--- config.mk ---
export PLATFORM = sky130hd
export DESIGN_NAME = pf_pixel_shifter
export DESIGN_NICKNAME = d
export VERILOG_FILES = /design/src/rtl/pf_pkg.sv /design/src/rtl/pf_fine_delay.sv /design/src/rtl/pf_pixel_shifter.sv
export SDC_FILE = /design/constraint.sdc
export NUM_CORES = 1
export LEC_CHECK = 0
export CAP_MARGIN = 20
export CORE_AREA = 2 2 122 124
export CTS_CLUSTER_DIAMETER = 150
export DETAILED_ROUTE_END_ITERATION = 10
export DIE_AREA = 0 0 124 126
export PLACE_DENSITY = 0.74
export SYNTH_ARGS = -nofsm -noshare
export SYNTH_HDL_FRONTEND = slang
export SYNTH_HIERARCHICAL = 1
export SYNTH_SLANG_ARGS = --single-unit
--- constraint.sdc ---
create_clock -name clk -period 1.6 [get_ports clk]
set_clock_uncertainty 0.05 [all_clocks]
set_input_delay 0.48 -clock clk [delete_from_list [all_inputs] [get_ports clk]]
set_output_delay 0.48 -clock clk [all_outputs]
set_load 0.005 [all_outputs]
--- src/rtl/pf_pkg.sv ---
// Shared types and constants for the playfield pixel stage.
package pf_pkg;

    localparam int PIX_W  = 4;
    localparam int PAL_W  = 3;
    localparam int CODE_W = 12;
    localparam int ROW_W  = 3;

    typedef enum logic [1:0] {
        IDLE = 2'd0,
        REQ  = 2'd1,
        FULL = 2'd2
    } fetch_state_t;

    typedef struct packed {
        logic             hflip;
        logic [PAL_W-1:0] pal;
        logic [CODE_W-1:0] code;
    } pf_word_t;

    // Put pixel 0 of the displayed order into the top nibble so the shifter
    // always emits from the MSB end; a flipped tile reverses the nibble order.
    function automatic logic [8*PIX_W-1:0] orient_row(
        input logic [8*PIX_W-1:0] row,
        input logic               flip
    );
        logic [8*PIX_W-1:0] r;
        r = row;
        if (flip) begin
            for (int i = 0; i < 8; i++) begin
                r[i*PIX_W +: PIX_W] = row[(7-i)*PIX_W +: PIX_W];
            end
        end
        return r;
    endfunction

endpackage

--- src/rtl/pf_fine_delay.sv ---
// Fine horizontal scroll: 8-position pixel/palette delay line with tap select.
// Tap 0 passes the shifter pixel straight into the output register.
module pf_fine_delay
    import pf_pkg::*;
(
    input  logic             clk,
    input  logic             rst,
    input  logic             adv,
    input  logic             clr,
    input  logic [2:0]       tap,
    input  logic [PIX_W-1:0] pix_in,
    input  logic [PAL_W-1:0] pal_in,
    output logic [PIX_W-1:0] pix_out,
    output logic [PAL_W-1:0] pal_out
);

    logic [PIX_W-1:0] pix_d [0:6];
    logic [PAL_W-1:0] pal_d [0:6];
    logic [PIX_W-1:0] pix_tap [0:7];
    logic [PAL_W-1:0] pal_tap [0:7];

    // Tap list: position 0 is the live input, position k is k strobes old.
    always_comb begin
        pix_tap[0] = pix_in;
        pal_tap[0] = pal_in;
        for (int k = 1; k < 8; k++) begin
            pix_tap[k] = pix_d[k-1];
            pal_tap[k] = pal_d[k-1];
        end
    end

    // Delay chain and output register; line start refills with transparent.
    always_ff @(posedge clk or negedge rst) begin
        if (!rst) begin
            for (int k = 0; k < 7; k++) begin
                pix_d[k] <= '0;
                pal_d[k] <= '0;
            end
            pix_out <= '0;
            pal_out <= '0;
        end else if (clr) begin
            for (int k = 0; k < 7; k++) begin
                pix_d[k] <= '0;
                pal_d[k] <= '0;
            end
            pix_out <= '0;
            pal_out <= '0;
        end else if (adv) begin
            pix_d[0] <= pix_in;
            pal_d[0] <= pal_in;
            for (int k = 1; k < 7; k++) begin
                pix_d[k] <= pix_d[k-1];
                pal_d[k] <= pal_d[k-1];
            end
            pix_out <= pix_tap[tap];
            pal_out <= pal_tap[tap];
        end
    end

endmodule

--- src/rtl/pf_pixel_shifter.sv ---
// Playfield pixel stage: tile word capture, graphics-ROM row fetch,
// pixel serialisation with H-flip, and fine horizontal scroll.
module pf_pixel_shifter
    import pf_pkg::*;
(
    input  logic               clk,
    input  logic               rst,
    input  logic               pix_en,
    input  logic               line_start,
    input  logic               tile_ld,
    input  logic [15:0]        VRD_in,
    input  logic [8:0]         PP,
    input  logic               PP18,
    input  logic               PFHFLIP,
    input  logic [2:0]         hscroll_fine,
    output logic               gfx_req,
    output logic [15:0]        gfx_addr,
    input  logic               gfx_ack,
    input  logic [8*PIX_W-1:0] gfx_data,
    output logic [PIX_W-1:0]   PF_PIX,
    output logic [PAL_W-1:0]   PF_PAL,
    output logic               PF_OPAQUE,
    output logic               underrun,
    output logic               overrun
);

    fetch_state_t       state;
    pf_word_t           tile_w;
    logic [PAL_W-1:0]   hold_pal;
    logic               hold_flip;
    logic [8*PIX_W-1:0] hold_row;
    logic [2:0]         px_cnt;
    logic [8*PIX_W-1:0] sh_row;
    logic [PAL_W-1:0]   sh_pal;
    logic [2:0]         tap_q;
    logic               boundary;
    logic               unused_pp;

    assign tile_w    = VRD_in;
    assign unused_pp = ^PP[8:ROW_W];

    // Line start takes precedence, so a coincident strobe never loads a row.
    assign boundary  = pix_en && !line_start && (px_cnt == 3'd7);

    // Fetch FSM: one tile in flight; extra tile words while busy are dropped.
    always_ff @(posedge clk or negedge rst) begin
        if (!rst) begin
            state     <= IDLE;
            gfx_req   <= 1'b0;
            gfx_addr  <= '0;
            hold_pal  <= '0;
            hold_flip <= 1'b0;
            hold_row  <= '0;
            overrun   <= 1'b0;
        end else begin
            case (state)
                IDLE: begin
                    if (tile_ld) begin
                        state     <= REQ;
                        gfx_req   <= 1'b1;
                        gfx_addr  <= {PP18, tile_w.code, PP[ROW_W-1:0]};
                        hold_pal  <= tile_w.pal;
                        hold_flip <= tile_w.hflip ^ PFHFLIP;
                    end
                end
                REQ: begin
                    if (gfx_ack) begin
                        state    <= FULL;
                        gfx_req  <= 1'b0;
                        hold_row <= gfx_data;
                    end
                end
                FULL: begin
                    if (boundary) begin
                        state <= IDLE;
                    end
                end
                default: state <= IDLE;
            endcase
            if (tile_ld && (state != IDLE)) begin
                overrun <= 1'b1;
            end
        end
    end

    // Pixel counter and shifter; a missing row at the boundary shows as transparent.
    always_ff @(posedge clk or negedge rst) begin
        if (!rst) begin
            px_cnt   <= '0;
            sh_row   <= '0;
            sh_pal   <= '0;
            tap_q    <= '0;
            underrun <= 1'b0;
        end else if (line_start) begin
            px_cnt <= '0;
            sh_row <= '0;
            sh_pal <= '0;
            tap_q  <= hscroll_fine;
        end else if (pix_en) begin
            px_cnt <= px_cnt + 3'd1;
            if (boundary) begin
                if (state == FULL) begin
                    sh_row <= orient_row(hold_row, hold_flip);
                    sh_pal <= hold_pal;
                end else begin
                    sh_row   <= '0;
                    sh_pal   <= '0;
                    underrun <= 1'b1;
                end
            end else begin
                sh_row <= sh_row << PIX_W;
            end
        end
    end

    pf_fine_delay u_fine_delay (
        .clk     (clk),
        .rst     (rst),
        .adv     (pix_en),
        .clr     (line_start),
        .tap     (tap_q),
        .pix_in  (sh_row[8*PIX_W-1 -: PIX_W]),
        .pal_in  (sh_pal),
        .pix_out (PF_PIX),
        .pal_out (PF_PAL)
    );

    assign PF_OPAQUE = |PF_PIX;

endmodule

==> metrics.csv <==
stage;metric;value;unit
global_route;pin count of the biggest net entering global routing;46;
timing;Worst-Margin Slew;0.502;ns
cells_and_area;commonest cells after routing, fill and taps aside;152 x dfrtp_1, 84 x mux2i_1, 58 x clkdlybuf4s50_1;
clock_tree;clock tree from TritonCTS;built;
clock_tree;TritonCTS Buffers;17;
drt;Detailed Route WL;15.2;mm
timing;Hold Slack;0.389;ns
critical_path;Critical Path End Type;primary output;
yosys;register area share after synthesis;56.1;%
critical_path;startpoint types;flip-flop;
global_route;antenna violations before repair;0;
timing;fmax;509;MHz
timing;count of final setup violators;29;
floorplan;Die X;124;µm
worst_hold_path;min-delay worst type;primary input to flip-flop;
drt;via count;4750;
pwr;logic gate share of total power;24.9;%
timing;Max Slew Vio Count;0;
drt;Iteration-0 DRC Markers;351;
yosys;Cell variety after synth;34;
critical_path;CP Max Fanout;2;
drt;ANT nets after route;0;
critical_path;Req. time, crit path;1.07;ns
critical_path;critical path class;flip-flop to primary output;
yosys;#FFs+latches synth;154;
drt;max layer used;met4;
floorplan;Die Ht;126;µm
pwr;switching pwr;3.44;mW
floorplan;number of cell rows;44;
drt;met2 WL post-DR;7.70;mm
yosys;Synth Warn #;6;
yosys;post-synthesis cell area;6860;µm²
cells_and_area;Util after Layout;64.8;%
drt;metal3 WL;713;µm
global_route;vias in the first global route;4976;
floorplan;core outline area;14300;µm²
timing;final worst setup slack;-0.364;ns
outcome;failing checks;setup timing;
global_route;gr ovfl total;0;
run;maxcap violations;0;
clock_tree;root buf cell;clkbuf_16;
place;port bufs;88;
yosys;Async S/R FF share, synth;100;%
yosys;EDFF count, synth;0;
drt;DRC Markers;0;
cells_and_area;layout cell share with drive strength beyond 1;30.3;%
outcome;outcome;finished with violations;
pwr;Power Density;1340;nW/µm²
pwr;peak supply drop;0.000925;V
clock_tree;later-pin clock latency in the skew report;0.43;ns
critical_path;Worst Path Arrival;1.43;ns
pwr;switching share of power;27.6;%
place;Place WS;-0.426;ns
clock_tree;clock-pin slew on the worst setup and hold paths;0.06;ns
drt;WL/cell;17.7;µm
yosys;Top FF cell, synth;dfrtp_1;
yosys;Post-Syn Instances;531;
floorplan;initial core utilization;48.0;%
yosys;synthesized area per cell;12.9;µm²
pwr;clock power share;33.4;%
place;HPWL after detailed placement;9.45;mm
pwr;Flop pwr share;41.7;%
timing;Tcrit/Tclk final;123;%
global_route;aggregate global-route resource usage;20.7;%
cells_and_area;n_diodes;0;
drt;Met1 Routed Length;6.58;mm
cells_and_area;area grow syn2layout;35.0;%
pwr;Pleak;4.25;nW
timing;slew margin rel.;66.4;%
pwr;Power, Total;12.4;mW
timing;Period minus WS final;1.96;ns
clock_tree;clock sink count;154;
cells_and_area;most common cell after layout, fill and taps aside;dfrtp_1;
floorplan;full die area;15600;µm²
floorplan;IO Pins;95;
yosys;Syn Nets;601;
place;RePlAce Congestion;0.791;
clock_tree;H-tree levels;4;
drt;Via-to-Cell Ratio;5.54;
clock_tree;clock buffer depth;2;
cells_and_area;Nets;730;
timing;RSZ-0062 raised after global routing;yes;
timing;Final Hold Vio Count;0;
drt;first-pass iteration count of the detailed router;5;
pwr;internal power;9.00;mW
global_route;first-pass GRT wire length;25.0;mm
-- cell type report --
type	instances	area (µm²)
Clock buffer	19	453
Multi-Input combinational cell	342	3040
Fill cell	1046	5040
Tap cell	184	230
Clock inverter	13	168
Inverter	1	3.75
Timing Repair Buffer	144	1520
Sequential cell	154	3860
-- stage by stage --
stage               setup TNS (ns)  area (µm²)  cells
global placement            -12.32        8210    807
floorplan                  -0.0381        6860    531
CTS                          -1.52        9160    853
global route                 -3.20        9270    857
finish                      -0.952        9270    857
detailed placement          -14.03        8210    807
-- routing by layer --
layer,GRT usage (%),vias to the layer above
met3,6.39,16
li1,-,2188
met1,27.0,2420
met5,0,-
met2,33.4,126
met4,6.08,0
-- power by group through the flow --
stage | Combinational (mW) | Clock, mW | Sequential, mW
4_1_cts | 3.09 | 4.22 | 5.17
3_5_place_dp | 3.05 | 0 | 5.24
3_3_place_gp | 2.95 | 0 | 5.18
6_report | 3.10 | 4.15 | 5.19
5_1_grt | 3.36 | 4.40 | 5.31
2_1_floorplan | 1.80 | 0 | 5.10
-- what timing repair did --
item                                    CTS  global route
endpoints found under the setup margin   58            53
pin swaps                                 8            10
gates cloned                              5             2
setup buffers                             9             4
hold buffers                              1             0
resized for setup                        99            32
hold endpoints to repair                 40             0
-- path summary, 6_finish.rpt --
path | from | to | slack, ns | depth (start not counted)
max | u_fine_delay/pix_out[1] | PF_OPAQUE | -0.36 | 2
min | line_start | px_cnt[1] | 0.39 | 2
min reg2reg | underrun | underrun | 0.41 | 1
min in group asynchronous | rst | u_fine_delay/pal_d[17] | 0.51 | 2
max reg2reg | px_cnt[1] | sh_row[11] | -0.05 | 6
max in group asynchronous | rst | sh_row[26] | 0.45 | 3
-- cell families (layout without fill, tap and decap cells) --
| logic type | count (synthesis) | count (layout) | synth area share (%) |
|---|---|---|---|
| flip-flops | 154 | 154 | 56.1 |
| multiplexers | 145 | 145 | 23.7 |
| AND/OR/NAND/NOR | 100 | 103 | 7.25 |
| AO/OA/AOI/OAI | 90 | 90 | 8.84 |
| buffers and inverters | 38 | 177 | 3.41 |
| adder cells (fa/ha/maj) | 2 | 2 | 0.365 |
| XOR/XNOR | 2 | 2 | 0.255 |
-- sequential cells by signal (all words and copies together) (netlist names) --
name,flops
u_fine_delay/pix_out,4
hold_pal,3
gfx_req,1
hold_flip,1
gfx_addr,16
sh_row,32
px_cnt,3
hold_row,32
u_fine_delay/pal_out,3
u_fine_delay/pix_d,28
u_fine_delay/pal_d,21
overrun,1
underrun,1
tap_q,3
state,2
sh_pal,3
-- critical path: stages (launching register included) --
cell     delay [ns]
dfrtp_1        0.37
or4_1          0.51
buf_2          0.14
-- Yosys cell counts (3+ instances only) --
cell type / count / share of area [%]
a2111oi_0: 7 / 0.89
a211oi_1: 7 / 0.77
a22o_1: 3 / 0.38
a22oi_1: 28 / 3.1
buf_2: 19 / 1.4
buf_6: 8 / 1.3
clkbuf_1: 7 / 0.38
dfrtp_1: 154 / 56
mux2_1: 3 / 0.49
mux2_2: 51 / 8.4
mux2i_1: 84 / 12
mux4_1: 6 / 2.3
nand2_1: 12 / 0.66
nand2b_1: 3 / 0.27
nor2_1: 57 / 3.1
nor2b_1: 21 / 1.9
o21ai_0: 4 / 0.29
o21ai_1: 30 / 2.2
o41ai_1: 7 / 0.89
(Power assumes the default switching activity.)
